[src/rtl/vld_rdy_buf_2w1r_if.sv]
// Handshake bundle for the wide-to-narrow serializer; slave_beats exists only
// when VLD_RDY_BUF_2W1R_BEATS_EN is defined. slave = serializer view, master = driver view.
interface vld_rdy_buf_2w1r_if #(
    parameter int unsigned DATA_WIDTH = 32,
    parameter int unsigned NUM_BEATS  = 2
);
    logic                            slave_valid;
    logic                            slave_ready;
    logic [NUM_BEATS*DATA_WIDTH-1:0] data_in;
`ifdef VLD_RDY_BUF_2W1R_BEATS_EN
    logic [$clog2(NUM_BEATS):0]      slave_beats;
`endif
    logic                            master_valid;
    logic                            master_ready;
    logic [DATA_WIDTH-1:0]           data_out;
    logic                            master_last;

    modport slave (
        input  slave_valid, data_in, master_ready,
`ifdef VLD_RDY_BUF_2W1R_BEATS_EN
        input  slave_beats,
`endif
        output slave_ready, master_valid, data_out, master_last
    );

    modport master (
        output slave_valid, data_in, master_ready,
`ifdef VLD_RDY_BUF_2W1R_BEATS_EN
        output slave_beats,
`endif
        input  slave_ready, master_valid, data_out, master_last
    );
endinterface

[src/rtl/vld_rdy_buf_2w1r.sv]
// Wide-to-narrow serializer: one NUM_BEATS*DATA_WIDTH word out as NUM_BEATS beats, slice 0 first.
// Optional VLD_RDY_BUF_2W1R_BEATS_EN adds slave_beats to send short words.
module vld_rdy_buf_2w1r #(
    parameter int unsigned DATA_WIDTH = 32,
    parameter int unsigned NUM_BEATS  = 2
) (
    input  logic              clk,
    input  logic              rst,
    vld_rdy_buf_2w1r_if.slave bus
);
    localparam int unsigned CNT_WIDTH = $clog2(NUM_BEATS);
    localparam logic [CNT_WIDTH-1:0] LAST_IDX = CNT_WIDTH'(NUM_BEATS - 1);

    typedef enum logic {IDLE, SEND} state_e;

    state_e                               state_q, state_d;
    logic [NUM_BEATS-1:0][DATA_WIDTH-1:0] hold_q;
    logic [CNT_WIDTH-1:0]                 beat_idx_q, beat_idx_d;
    logic [CNT_WIDTH-1:0]                 end_idx_q, end_idx_d;
    logic [CNT_WIDTH-1:0]                 new_end_c;
    logic                                 load_c;
    logic                                 sready_c;
    logic                                 mvalid_c;
    logic                                 mlast_c;

`ifdef VLD_RDY_BUF_2W1R_BEATS_EN
    localparam int unsigned BW = CNT_WIDTH + 1;
    logic [CNT_WIDTH:0] beats_c;

    // Zero or oversize beat counts mean a full word.
    always_comb begin
        beats_c = bus.slave_beats;
        if (bus.slave_beats == '0 || bus.slave_beats > BW'(NUM_BEATS)) begin
            beats_c = BW'(NUM_BEATS);
        end
        new_end_c = CNT_WIDTH'(beats_c - BW'(1));
    end
`else
    assign new_end_c = LAST_IDX;
`endif

    always_ff @(posedge clk) begin
        if (rst) begin
            state_q    <= IDLE;
            beat_idx_q <= '0;
            end_idx_q  <= LAST_IDX;
        end else begin
            state_q    <= state_d;
            beat_idx_q <= beat_idx_d;
            end_idx_q  <= end_idx_d;
        end
    end

    // Holding register is intentionally not reset.
    always_ff @(posedge clk) begin
        if (load_c) begin
            hold_q <= bus.data_in;
        end
    end

    always_comb begin
        state_d    = state_q;
        beat_idx_d = beat_idx_q;
        end_idx_d  = end_idx_q;
        load_c     = 1'b0;
        sready_c   = 1'b0;
        mvalid_c   = 1'b0;
        mlast_c    = 1'b0;
        case (state_q)
            IDLE: begin
                sready_c = 1'b1;
                if (bus.slave_valid) begin
                    load_c     = 1'b1;
                    beat_idx_d = '0;
                    end_idx_d  = new_end_c;
                    state_d    = SEND;
                end
            end
            SEND: begin
                mvalid_c = 1'b1;
                mlast_c  = (beat_idx_q == end_idx_q);
                // Accept the next word only as the final beat leaves: no bubble between words.
                sready_c = mlast_c & bus.master_ready;
                if (bus.master_ready) begin
                    if (!mlast_c) begin
                        beat_idx_d = beat_idx_q + CNT_WIDTH'(1);
                    end else begin
                        beat_idx_d = '0;
                        if (bus.slave_valid) begin
                            load_c    = 1'b1;
                            end_idx_d = new_end_c;
                        end else begin
                            state_d = IDLE;
                        end
                    end
                end
            end
            default: state_d = IDLE;
        endcase
        if (rst) begin
            load_c   = 1'b0;
            sready_c = 1'b0;
            mvalid_c = 1'b0;
            mlast_c  = 1'b0;
        end
    end

    assign bus.slave_ready  = sready_c;
    assign bus.master_valid = mvalid_c;
    assign bus.master_last  = mlast_c;
    assign bus.data_out     = hold_q[beat_idx_q];
endmodule

[src/flat_wrapper.sv]
// flat-port wrapper written by rule: the top's interface ports become plain ports
module vld_rdy_buf_2w1r_flat 
#(
    parameter int unsigned DATA_WIDTH = 32,
    parameter int unsigned NUM_BEATS  = 2
)
  (clk, rst, bus_slave_valid, bus_data_in, bus_master_ready, bus_slave_ready, bus_master_valid, bus_data_out, bus_master_last);
  vld_rdy_buf_2w1r_if #(.DATA_WIDTH(DATA_WIDTH), .NUM_BEATS(NUM_BEATS)) bus_i ();
  input  logic clk;
  input  logic rst;
  input wire logic [$bits(bus_i.slave_valid)-1:0] bus_slave_valid;
  input wire logic [$bits(bus_i.data_in)-1:0] bus_data_in;
  input wire logic [$bits(bus_i.master_ready)-1:0] bus_master_ready;
  output wire logic [$bits(bus_i.slave_ready)-1:0] bus_slave_ready;
  output wire logic [$bits(bus_i.master_valid)-1:0] bus_master_valid;
  output wire logic [$bits(bus_i.data_out)-1:0] bus_data_out;
  output wire logic [$bits(bus_i.master_last)-1:0] bus_master_last;
  assign bus_i.slave_valid = bus_slave_valid;
  assign bus_i.data_in = bus_data_in;
  assign bus_i.master_ready = bus_master_ready;
  assign bus_slave_ready = bus_i.slave_ready;
  assign bus_master_valid = bus_i.master_valid;
  assign bus_data_out = bus_i.data_out;
  assign bus_master_last = bus_i.master_last;
  vld_rdy_buf_2w1r #(.DATA_WIDTH(DATA_WIDTH), .NUM_BEATS(NUM_BEATS)) u_core (.clk(clk), .rst(rst), .bus(bus_i));
endmodule
[config.mk]
export PLATFORM = sky130hd
export DESIGN_NAME = vld_rdy_buf_2w1r_flat
export DESIGN_NICKNAME = d
export VERILOG_FILES = /design/src/rtl/vld_rdy_buf_2w1r_if.sv /design/src/rtl/vld_rdy_buf_2w1r.sv /design/src/flat_wrapper.sv
export SDC_FILE = /design/constraint.sdc
export NUM_CORES = 1
export LEC_CHECK = 0
export CAP_MARGIN = 30
export CORE_MARGIN = 5
export CORE_UTILIZATION = 43
export DETAILED_ROUTE_END_ITERATION = 16
export PLACE_DENSITY_LB_ADDON = 0.05
export REMOVE_ABC_BUFFERS = 1
export SETUP_SLACK_MARGIN = 0.4
export SYNTH_ARGS = -nofsm -noshare
export SYNTH_HDL_FRONTEND = slang
export SYNTH_SLANG_ARGS = --single-unit
[constraint.sdc]
create_clock -name clk -period 6.92 [get_ports clk]
set_input_delay 1.384 -clock clk [delete_from_list [all_inputs] [get_ports clk]]
set_output_delay 1.384 -clock clk [all_outputs]
set_load 0.02 [all_outputs]
Yosys cells after proc, flatten, opt, wreduce, memory -nomap -nowiden
Cells that the tools add are included.

storage, ports and cells
  register bits after elaboration = 67
  input port bits = 68
  output and inout port bits = 35
  logic and storage cells = 39

operators by class
  add/sub/neg operators = 1
  order comparisons = 1
  eq/ne operators = 4
  multiplexer cells = 24
  bitwise operators = 2
  reductions and logical operators = 2

operators with widths
  cell                                                number
  two-way mux 32 bit                                  2
  two-way mux 1 bit                                   17
  one-hot mux 1 bit (2 select lines)                  5
  inequality test 2 bit, second input constant        3
  AND reduction 2 bit                                 2
  < comparator 1 x 2 -> 1 bit, second input constant  1
  adder 1 bit, second input constant                  1
  bitwise AND 1 bit                                   1
  == test 1 bit                                       1
  inverter 1 bit                                      1

Depth between registers and ports, before layout
Gate-level depths: netlist of run 1.

  word-level depth = 5
  mapped depth = 5
  depth with buffers taken out = 4

Worst setup path before layout of run 1
OpenSTA, ideal clock, no wires.

  kind = input-to-reg
  start = in bus_master_ready
  end = reg u_core.hold_q[0] (netlist name) (enable)
  setup time = 0.565 ns
  arrival time = 5.823 ns
  data required time = 6.355 ns
  setup slack = 0.533 ns
  stages on the path = 2
  buffers on the path = 0
  cells stage by stage = a21boi_1 > nor3_1

on the way
  longest elaborated chain between the ends = 3

RTL lines
  item                                line                     text
  start, declared                     flat_wrapper.sv:13       input wire logic [$bits(bus_i.master_ready)-1:0] bus_master_ready;
  two-way mux 1 bit                   vld_rdy_buf_2w1r.sv:84   if (bus.master_ready) begin
  one-hot mux 1 bit (2 select lines)  vld_rdy_buf_2w1r.sv:69   case (state_q)
  two-way mux 1 bit                   vld_rdy_buf_2w1r.sv:100  if (rst) begin
  net u_core.load_c                   vld_rdy_buf_2w1r.sv:21   logic load_c;
  end signal, assigned                vld_rdy_buf_2w1r.sv:57   hold_q <= bus.data_in;
  end, declared                       vld_rdy_buf_2w1r.sv:17   logic [NUM_BEATS-1:0][DATA_WIDTH-1:0] hold_q;

The timed path passes the listed nets, and every way through them passes these cells.
A chain may end at the register's enable or synchronous reset.

Final worst setup path of run 1
  start = in rst
  end = out bus_master_last

on the way
  longest elaborated chain between the ends = 1

RTL lines
  item               line                     text
  start, declared    flat_wrapper.sv:10       input logic rst;
  two-way mux 1 bit  vld_rdy_buf_2w1r.sv:100
  end, declared      flat_wrapper.sv:17       output wire logic [$bits(bus_i.master_last)-1:0] bus_master_last;

No other way between the ends.

==> results of run 1 <==
[flip-flops by register name, summed over array words and instances (netlist names)]
name / count
u_core.beat_idx_q: 1
u_core.end_idx_q: 1
u_core.hold_q: 64
u_core.state_q: 1
[logic make-up after synthesis]
kind of cell	share of synthesized area
flip-flops	0.753
multiplexers	0.180
AND/OR/NAND/NOR	0.0176
buffers and inverters	0.0300
AO/OA/AOI/OAI	0.0147
adder cells (fa/ha/maj)	0.00475
[power by group]
| part | leakage [uW] | switching, uW | internal, uW |
|---|---|---|---|
| clock network | 0.0000882 | 125 | 162 |
| registers | 0.000618 | 6.96 | 464 |
| logic | 0.000674 | 43.9 | 76.3 |
[layout make-up]
cell class	instances	area [um2]
sequential	67	1980
timing repair buffer	104	1050
tap	75	93.8
clock buffer	11	131
inverter	2	7.51
multi-input combinational	45	576
fill	397	2040
clock inverter	4	42.5
[per-layer routing]
metal,vias up,GRT usage,wire (um)
met5,-,0,0
met3,6,0.0540,447
met1,660,0.149,1830
met4,0,0.0549,53
li1,681,-,-
met2,61,0.220,2550
[cells in the mapped netlist (all sizes together)]
library cell,n
ha,1
buf,4
edfxtp,64
dfxtp,3
nor2,2
nor2b,2
nor3,1
o21ba,1
a21boi,1
o21ai,1
nand4b,1
o41ai,1
and2,2
inv,2
mux2,32
[worst max-delay path: stages]
cell and delay [ns]:
clkdlybuf4s50_1 0.52, nor2b_1 0.18, and2_1 0.13, clkdlybuf4s50_1 0.60
[through the flow]
stage          hold WS, ns  total power (uW)
2_1_floorplan        0.425               532
3_3_place_gp         0.440               597
3_5_place_dp         0.458               602
4_1_cts              0.473               892
5_1_grt              0.511               919
6_report             0.469               878
[how the worst max path moves through the flow]
stage / from / endpoint / slack [ns] / cells after the start
2_1_floorplan: u_core.beat_idx_q / u_core.hold_q[0] / 0.11 / 4
3_3_place_gp: rst / bus_master_last / 2.74 / 4
3_5_place_dp: rst / bus_master_last / 2.71 / 4
4_1_cts: rst / bus_master_last / 2.71 / 4
5_1_grt: bus_master_ready / bus_slave_ready / 2.65 / 4
6_report: rst / bus_master_last / 2.72 / 4
==> run metrics, run 1 <==
status=completed; setup bufs post-CTS=0; Power Dens Cells=around 230 nW/um2; commonest non-fill, non-tap cell in the layout=clkdlybuf4s50_1; Critical Path End Type=output port; Final Skew=between 0.003 and 0.004 ns; die area=~8000 um2; Worst Hold Class=reg2reg; commonest non-fill, non-tap cells in the layout=clkdlybuf4s50_1 (102), edfxtp_1 (64), mux2_4 (30); top post-synthesis cells by area=edfxtp_1 (73%), mux2_4 (17%), buf_12 (2.3%), dfxtp_1 (2.3%), mux2_2 (0.86%); first-pass GRT wire length=approximately 7.3 mm; placed cell area=3710 um2; Hold Path Stages=2; Die Ht=88.2 um; register bit count reported by yosys=67; Worst Reg-to-Reg Cells=5; Place WS=approximately 2.7 ns; Worst Path Arrival=2.81 ns; syn_area_per_cell=between 20 and 25 um2; largest net degree at the start of global routing=65; period utilization=0.606; Placer Congestion=slightly below 0.8; hold path startpoint=u_core.end_idx_q; Max Freq=0.238 GHz; Vias=1408; CP Class=in2out; Tot GR Track Use=0.131; Max Root-Sink Buffers=2; Non-Filler Instances=a little over 300; startpoint types=input pin; die width=between 80 and 90 um; Synth Instances=118; post-cts sizing count=0; Clock Sinks=67; Mapped Area=2630 um2; NumNets Final=298; worst reg2reg startpoint=u_core.beat_idx_q; Final setup viols=0; max-slew violations=0; Tmin final=~4.2 ns; drc violations=0; Cell variety after synth=18; IO buf count=102; htree depth=3; Iter 0 DRT Violations=36; initial antenna violation count=0; layout cells sized above 1=0.215; Yosys top cell area share=0.730; std cell rows=28; cts hold-fix bufs=0; Core Area=5920 um2; n_diodes=0; CTS tree=yes; Reg2Reg Capture Point=u_core.hold_q[42]; vias in the first global route=roughly 1500; Clock Latency Late Sink=0.32 ns; cell count after placement=293; setup ws final=roughly 2.7 ns; 1st-pass router iterations=4; Post-DP HPWL=3.57 mm; Leakage=0.00138 uW; RSZ-0062 raised after global routing=no; I/O Pins=103; Final Cell Area=3880 um2; max_slew headroom=0.487; Peak VDD IR=0.000152 V; max cap viols=0; WL/cell=15.8 um; WHS Endpoint=u_core.end_idx_q; Final Hold Fails=0; Final Util=0.656; Overflow after GRT=0; CTS Root Cell=clkbuf_8; Slew @ Worst Pin=0.770 ns; post-DR vias/cell=4.57; Detailed Route WL=roughly 4.9 mm; Layout area overhead=47.6%; Initial Util=0.444; post-synthesis sequential area ratio=0.753; Yosys warning total=0; critical path required time=5.54 ns; CTS Buf Count=9; worst-path fanout max=7; post-synth top area cell=edfxtp_1; Reg2Reg Setup Slack=4.52 ns; DRT antenna net count=0; setup TNS=0 ns; Reg clk slew, reported paths=approximately 0.06 ns
No activity file was read; power rests on OpenSTA's default activity.
==> inputs of run 2 (changes only) <==
--- a/config.mk
+++ b/config.mk
@@ -7,7 +7,7 @@
 export LEC_CHECK = 0
 export CAP_MARGIN = 30
 export CORE_MARGIN = 5
-export CORE_UTILIZATION = 43
+export CORE_UTILIZATION = 39
 export DETAILED_ROUTE_END_ITERATION = 16
 export PLACE_DENSITY_LB_ADDON = 0.05
 export REMOVE_ABC_BUFFERS = 1
==> constraint.sdc (replaced) <==
create_clock -name clk -period 3.4 [get_ports clk]
set_input_delay 0.68 -clock clk [delete_from_list [all_inputs] [get_ports clk]]
set_output_delay 0.68 -clock clk [all_outputs]
set_load 0.02 [all_outputs]
==> run 2 against run 1 <==
Clock power up 120%. Critical path depth is the same. Clock-buffer cell count is 2 lower. Final area grew 0.84%. Global-route usage shrank 1.1 points. Sequential share of layout area is 0.42 points lower. Register-to-register slack got worse by 2.8 ns. Clock skew rose by 0.0048 ns. Routed wire length rose by 0.37%. Critical path type unchanged. Critical endpoint unchanged.
==> run metrics, run 2 (same netlist as run 1, synthesis figures left out) <==
Overflow after GRT=0 (unchanged); DRT antenna net count=0 (unchanged); CP most frequent cell=clkdlybuf4s50_1; I/O Pins=103 (unchanged); RSZ-0062 raised after global routing=no; Iter 0 DRT Violations=39 (+8.3%); IO buf count=102 (unchanged); post-DR vias/cell=4.53 (-0.97%); Final Skew=0.00860 ns (+0.00480 ns); WL/cell=15.5 um (-1.9%); CP Buf/Inv Count=2 (unchanged); worst-path fanout max=7 (unchanged); post-cts sizing count=0 (unchanged); NumNets Final=299 (+0.34%); initial antenna violation count=0 (unchanged); metal3 WL=460 um (+2.9%); 1st-pass router iterations=4 (unchanged); CP max stage delay=0.60 ns (about the same); htree depth=3 (unchanged); vias in the first global route=1597 (+4.4%); CTS Root Cell=clkbuf_8; period utilization=0.831; Detailed Route WL=4.89 mm (+0.37%); drc violations=0 (unchanged); die width=92.1 um (+4.4%); std cell rows=30 (+7.1%); Final setup viols=0 (unchanged); Tot GR Track Use=0.120 (-0.0111); Critical Path End Type=output port; Met2 Wirelength=2.58 mm (+1.2%); worst-path cell chain=clkdlybuf4s50_1 > nor2b_1 > and2_1 > clkdlybuf4s50_1; largest net degree at the start of global routing=65 (unchanged); startpoint types=input pin; Reg clk slew, reported paths=0.07 ns (about the same); Initial Util=0.394 (-0.0506); Vias=1426 (+1.3%); die area=8490 um2 (+9.1%); Leakage=0.00139 uW (+1.0%); worst hold slack=0.492 ns (+0.0227 ns); layout cells sized above 1=0.234 (+0.0195); Max Root-Sink Buffers=2 (unchanged); Core Area=6680 um2 (+13%); Tmin final=2.83 ns; Worst Hold Class=reg2reg; Power Dens Cells=468 nW/um2 (+110%); Clock Latency Late Sink=0.33 ns (about the same); Peak VDD IR=0.000296 V (+95%); n_diodes=0 (unchanged); Max Freq=0.354 GHz; max_slew headroom=0.776 (+0.289); commonest non-fill, non-tap cell in the layout=clkdlybuf4s50_1; status=completed; Placer Congestion=0.687 (-11%); Top reg by flops=u_core.hold_q; CP delay by family, top=buffers and inverters; Slew @ Worst Pin=0.335 ns (-0.435 ns); Clock Sinks=67 (unchanged); Layout area overhead=48.8%; CP max stage cell=clkdlybuf4s50_1; max reg flops=64 (unchanged); Final Hold Fails=0 (unchanged); commonest non-fill, non-tap cells in the layout=clkdlybuf4s50_1 (102), edfxtp_1 (64), mux2_4 (30); CP Class=in2out; critical path required time=2.72 ns (-2.82 ns); max-slew violations=0 (unchanged); cts hold-fix bufs=0 (unchanged); first-pass GRT wire length=7.58 mm (+3.6%); CTS tree=yes; Final Util=0.586 (-0.0698); Post-DP HPWL=3.52 mm (-1.5%); Worst Path Arrival=2.15 ns (-0.66 ns); max cap viols=0 (unchanged); CTS Buf Count=9 (unchanged); M1 WL=1.78 mm (-2.7%); Die Ht=92.1 um (+4.4%); DR top layer=met4; setup bufs post-CTS=0 (unchanged)
-- run 2: layer usage --
metal,track usage,up-vias
met2,0.209,63
met4,0.0705,0
met5,0,-
met1,0.122,669
met3,0.0468,10
li1,-,684
-- run 2: worst reg2reg max path: cells and delay by family (launching register included) --
| family | cells | cell delay (ns) |
|---|---|---|
| fa+ha+maj | 1 | 0.29 |
| compound gates | 1 | 0.12 |
| simple gates | 1 | 0.21 |
| flops | 1 | 0.35 |
| buf+inv | 2 | 0.38 |
-- run 2: area by class of cell --
class / instances / area [um2]
Fill cell: 536 / 2770
Sequential cell: 67 / 1980
Timing Repair Buffer: 105 / 1060
Multi-Input combinational cell: 45 / 576
Clock buffer: 9 / 124
Tap cell: 80 / 100
Clock inverter: 7 / 68.8
Inverter: 2 / 7.51
-- run 2: through the flow --
| step | std cells | worst slack, ns | TNS, ns | cell area, um2 | total power [uW] |
|---|---|---|---|---|---|
| 2_1_floorplan | 114 | -3.41 | -218.51 | 2560 | 1080 |
| 3_3_place_gp | 299 | 0.630 | 0 | 3720 | 1220 |
| 3_5_place_dp | 299 | 0.569 | 0 | 3720 | 1220 |
| 4_1_cts | 315 | 0.559 | 0 | 3920 | 1870 |
| 5_1_grt | 315 | 0.523 | 0 | 3920 | 1910 |
| 6_report | 315 | 0.574 | 0 | 3920 | 1830 |
-- run 2: where the power goes --
group | switching [uW] | internal, uW | total, uW
logic | 94.5 | 156 | 251
registers | 9.03 | 943 | 952
clock network | 295 | 336 | 631
total | 399 | 1430 | 1830
-- run 2: path summary, 6_finish.rpt --
kind                     startpoint           endpoint  slack (ns)  cells past startpoint
hold / removal    u_core.beat_idx_q  u_core.beat_idx_q        0.49                      2
hold reg to reg   u_core.beat_idx_q  u_core.beat_idx_q        0.49                      2
setup / recovery                rst    bus_master_last        0.57                      4
setup reg to reg  u_core.beat_idx_q  u_core.hold_q[26]        1.68                      5
==> inputs of run 3 (changes only) <==
--- a/config.mk
+++ b/config.mk
@@ -7,7 +7,7 @@
 export LEC_CHECK = 0
 export CAP_MARGIN = 30
 export CORE_MARGIN = 5
-export CORE_UTILIZATION = 39
+export CORE_UTILIZATION = 43
 export DETAILED_ROUTE_END_ITERATION = 16
 export PLACE_DENSITY_LB_ADDON = 0.05
 export REMOVE_ABC_BUFFERS = 1
==> constraint.sdc (replaced) <==
create_clock -name clk -period 2.8 [get_ports clk]
set_input_delay 0.56 -clock clk [delete_from_list [all_inputs] [get_ports clk]]
set_output_delay 0.56 -clock clk [all_outputs]
set_load 0.02 [all_outputs]
==> run 3 against run 2 <==
Die area shrank 8.3%. First-iteration DRC count grew 5.1%. Largest cell class unchanged. Flip-flop and latch count is the same. Highest routed layer unchanged. Largest power group unchanged. Clock power grew 20%.
==> run metrics, run 3 (same netlist as run 1, synthesis figures left out) <==
max reg flops=64 (unchanged); Final Cell Area=3980 um2 (+1.6%); CTS tree=yes; Post-DP HPWL=3.62 mm (+3.0%); Final Hold Fails=0 (unchanged); CP Class=reg2out; setup TNS=0 ns (unchanged); Final Skew=0.0103 ns (+0.00169 ns); worst reg2reg startpoint=u_core.beat_idx_q; Worst Hold Class=reg2reg; Iter 0 DRT Violations=41 (+5.1%); Core Area=5920 um2 (-11%); Tot GR Track Use=0.130 (+0.00948); WHS Endpoint=u_core.end_idx_q; Worst Path Arrival=1.78 ns (-0.37 ns); worst-path cell chain=buf_12 > mux2_4 > clkdlybuf4s50_1; Max Freq=0.427 GHz; post-cts sizing count=4 (+4); DR top layer=met4; Leakage=0.00161 uW (+15%); Critical Path End Type=output port; htree depth=3 (unchanged); Die Ht=88.2 um (-4.2%); Layout area overhead=51.1%; DRT antenna net count=0 (unchanged); max_slew headroom=0.705 (-0.0716); die width=88.2 um (-4.2%); status=completed; n_diodes=0 (unchanged); Reg2Reg Setup Slack=0.99 ns (-0.69 ns); Slew @ Worst Pin=0.443 ns (+0.108 ns); max-slew violations=0 (unchanged); IO buf count=102 (unchanged); cell count after placement=295 (-1.3%); Tmin final=2.34 ns; initial antenna violation count=0 (unchanged); WL/cell=15.8 um (+1.6%); CP max stage cell=clkdlybuf4s50_1; Clock Sinks=67 (unchanged); M1 WL=1.94 mm (+9.1%); CTS Root Cell=clkbuf_8; largest net degree at the start of global routing=37 (-43%); setup bufs post-CTS=0 (unchanged); CP Buf/Inv Count=2 (unchanged); Worst Reg-to-Reg Cells=5 (unchanged); I/O Pins=103 (unchanged); 1st-pass router iterations=4 (unchanged); Initial Util=0.444 (+0.0506); commonest non-fill, non-tap cells in the layout=clkdlybuf4s50_1 (77), edfxtp_1 (64), mux2_4 (30); die area=7780 um2 (-8.3%); CTS Buf Count=9 (unchanged); placed cell area=3710 um2 (-0.30%); period utilization=0.837; Reg clk slew, reported paths=0.07 ns (about the same); worst-path fanout max=17 (+10); Layout fillers=404 (-25%); post-DR vias/cell=4.58 (+1.1%); cts hold-fix bufs=0 (unchanged); vias in the first global route=1525 (-4.5%); Final setup viols=0 (unchanged); Non-Filler Instances=311 (-1.3%); layout cells sized above 1=0.229 (-0.00523); Placer Congestion=0.770 (+12%); CP max stage delay=0.54 ns (-0.06 ns); Overflow after GRT=0 (unchanged); Peak VDD IR=0.000381 V (+29%); drc violations=0 (unchanged); critical path required time=2.24 ns (-0.48 ns); Reg2Reg Capture Point=u_core.hold_q[32]; std cell rows=28 (-6.7%); Hold Path Stages=2 (unchanged); Met2 Wirelength=2.43 mm (-5.6%); commonest non-fill, non-tap cell in the layout=clkdlybuf4s50_1; hold path startpoint=u_core.end_idx_q; metal3 WL=485 um (+5.4%); Worst Setup SP=u_core.beat_idx_q; Vias=1423 (-0.21%); Power Dens Cells=558 nW/um2 (+19%); startpoint types=flip-flop; NumNets Final=300 (+0.33%); first-pass GRT wire length=7.26 mm (-4.2%); max cap viols=0 (unchanged); Clock Latency Late Sink=0.32 ns (about the same); Max Root-Sink Buffers=2 (unchanged); CP delay by family, top=buffers and inverters; Detailed Route WL=4.91 mm (+0.33%); RSZ-0062 raised after global routing=yes; Top reg by flops=u_core.hold_q
-- run 3: changes by cell type in the layout (fill, tap and decap cells not counted), sizes merged --
cell,previous run,this run
clkbuf,9,14
dlygate4sd2,0,3
clkinv,5,0
clkdlybuf4s50,102,77
dlymetal6s2s,0,22
buf,3,4
-- run 3: where the power goes --
part | total [uW] | internal (uW) | switching, uW
Sequential | 1160 | 1150 | 11.8
Clock | 758 | 438 | 321
Combinational | 301 | 186 | 115
Total | 2220 | 1770 | 447
-- run 3: routing by layer --
| metal | up-vias | track usage |
|---|---|---|
| met4 | 0 | 0.0536 |
| met5 | - | 0 |
| met1 | 672 | 0.157 |
| li1 | 685 | - |
| met2 | 60 | 0.200 |
| met3 | 6 | 0.0633 |
-- run 3: worst max-delay path by stage --
stage | end | slack (ns) | depth (start not counted)
6_report | bus_data_out[1] | 0.46 | 3
5_1_grt | bus_data_out[1] | 0.38 | 3
2_1_floorplan | u_core.hold_q[0] | -4.01 | 4
3_5_place_dp | bus_master_last | 0.23 | 4
4_1_cts | bus_data_out[18] | 0.32 | 3
3_3_place_gp | bus_master_last | 0.27 | 4
-- run 3: through the flow --
stage	total power, uW	utilization	hold WS (ns)	worst slack (ns)
final	2220	0.672	0.483	0.458
after global routing	2310	0.672	0.523	0.381
after CTS	2250	0.659	0.486	0.315
after detailed placement	1490	0.627	0.466	0.230
after global placement	1480	0.627	0.438	0.271
after floorplan	1310	-	0.425	-4.01
-- run 3: layout make-up --
| type | instances | area [um2] | area share |
|---|---|---|---|
| multi-input combinational | 45 | 579 | 0.146 |
| sequential | 67 | 1980 | 0.499 |
| inverter | 2 | 7.51 | 0.00189 |
| clock buffer | 14 | 153 | 0.0384 |
| tap | 75 | 93.8 | 0.0236 |
| timing repair buffer | 106 | 1120 | 0.282 |
| clock inverter | 2 | 37.5 | 0.00944 |
-- run 3: worst reg2reg max path: cells and delay by family (launching register included) --
kind / cells / cell delay (ns)
buf+inv: 2 / 0.49
flops: 1 / 0.40
fa+ha+maj: 1 / 0.31
simple gates: 1 / 0.15
compound gates: 1 / 0.09
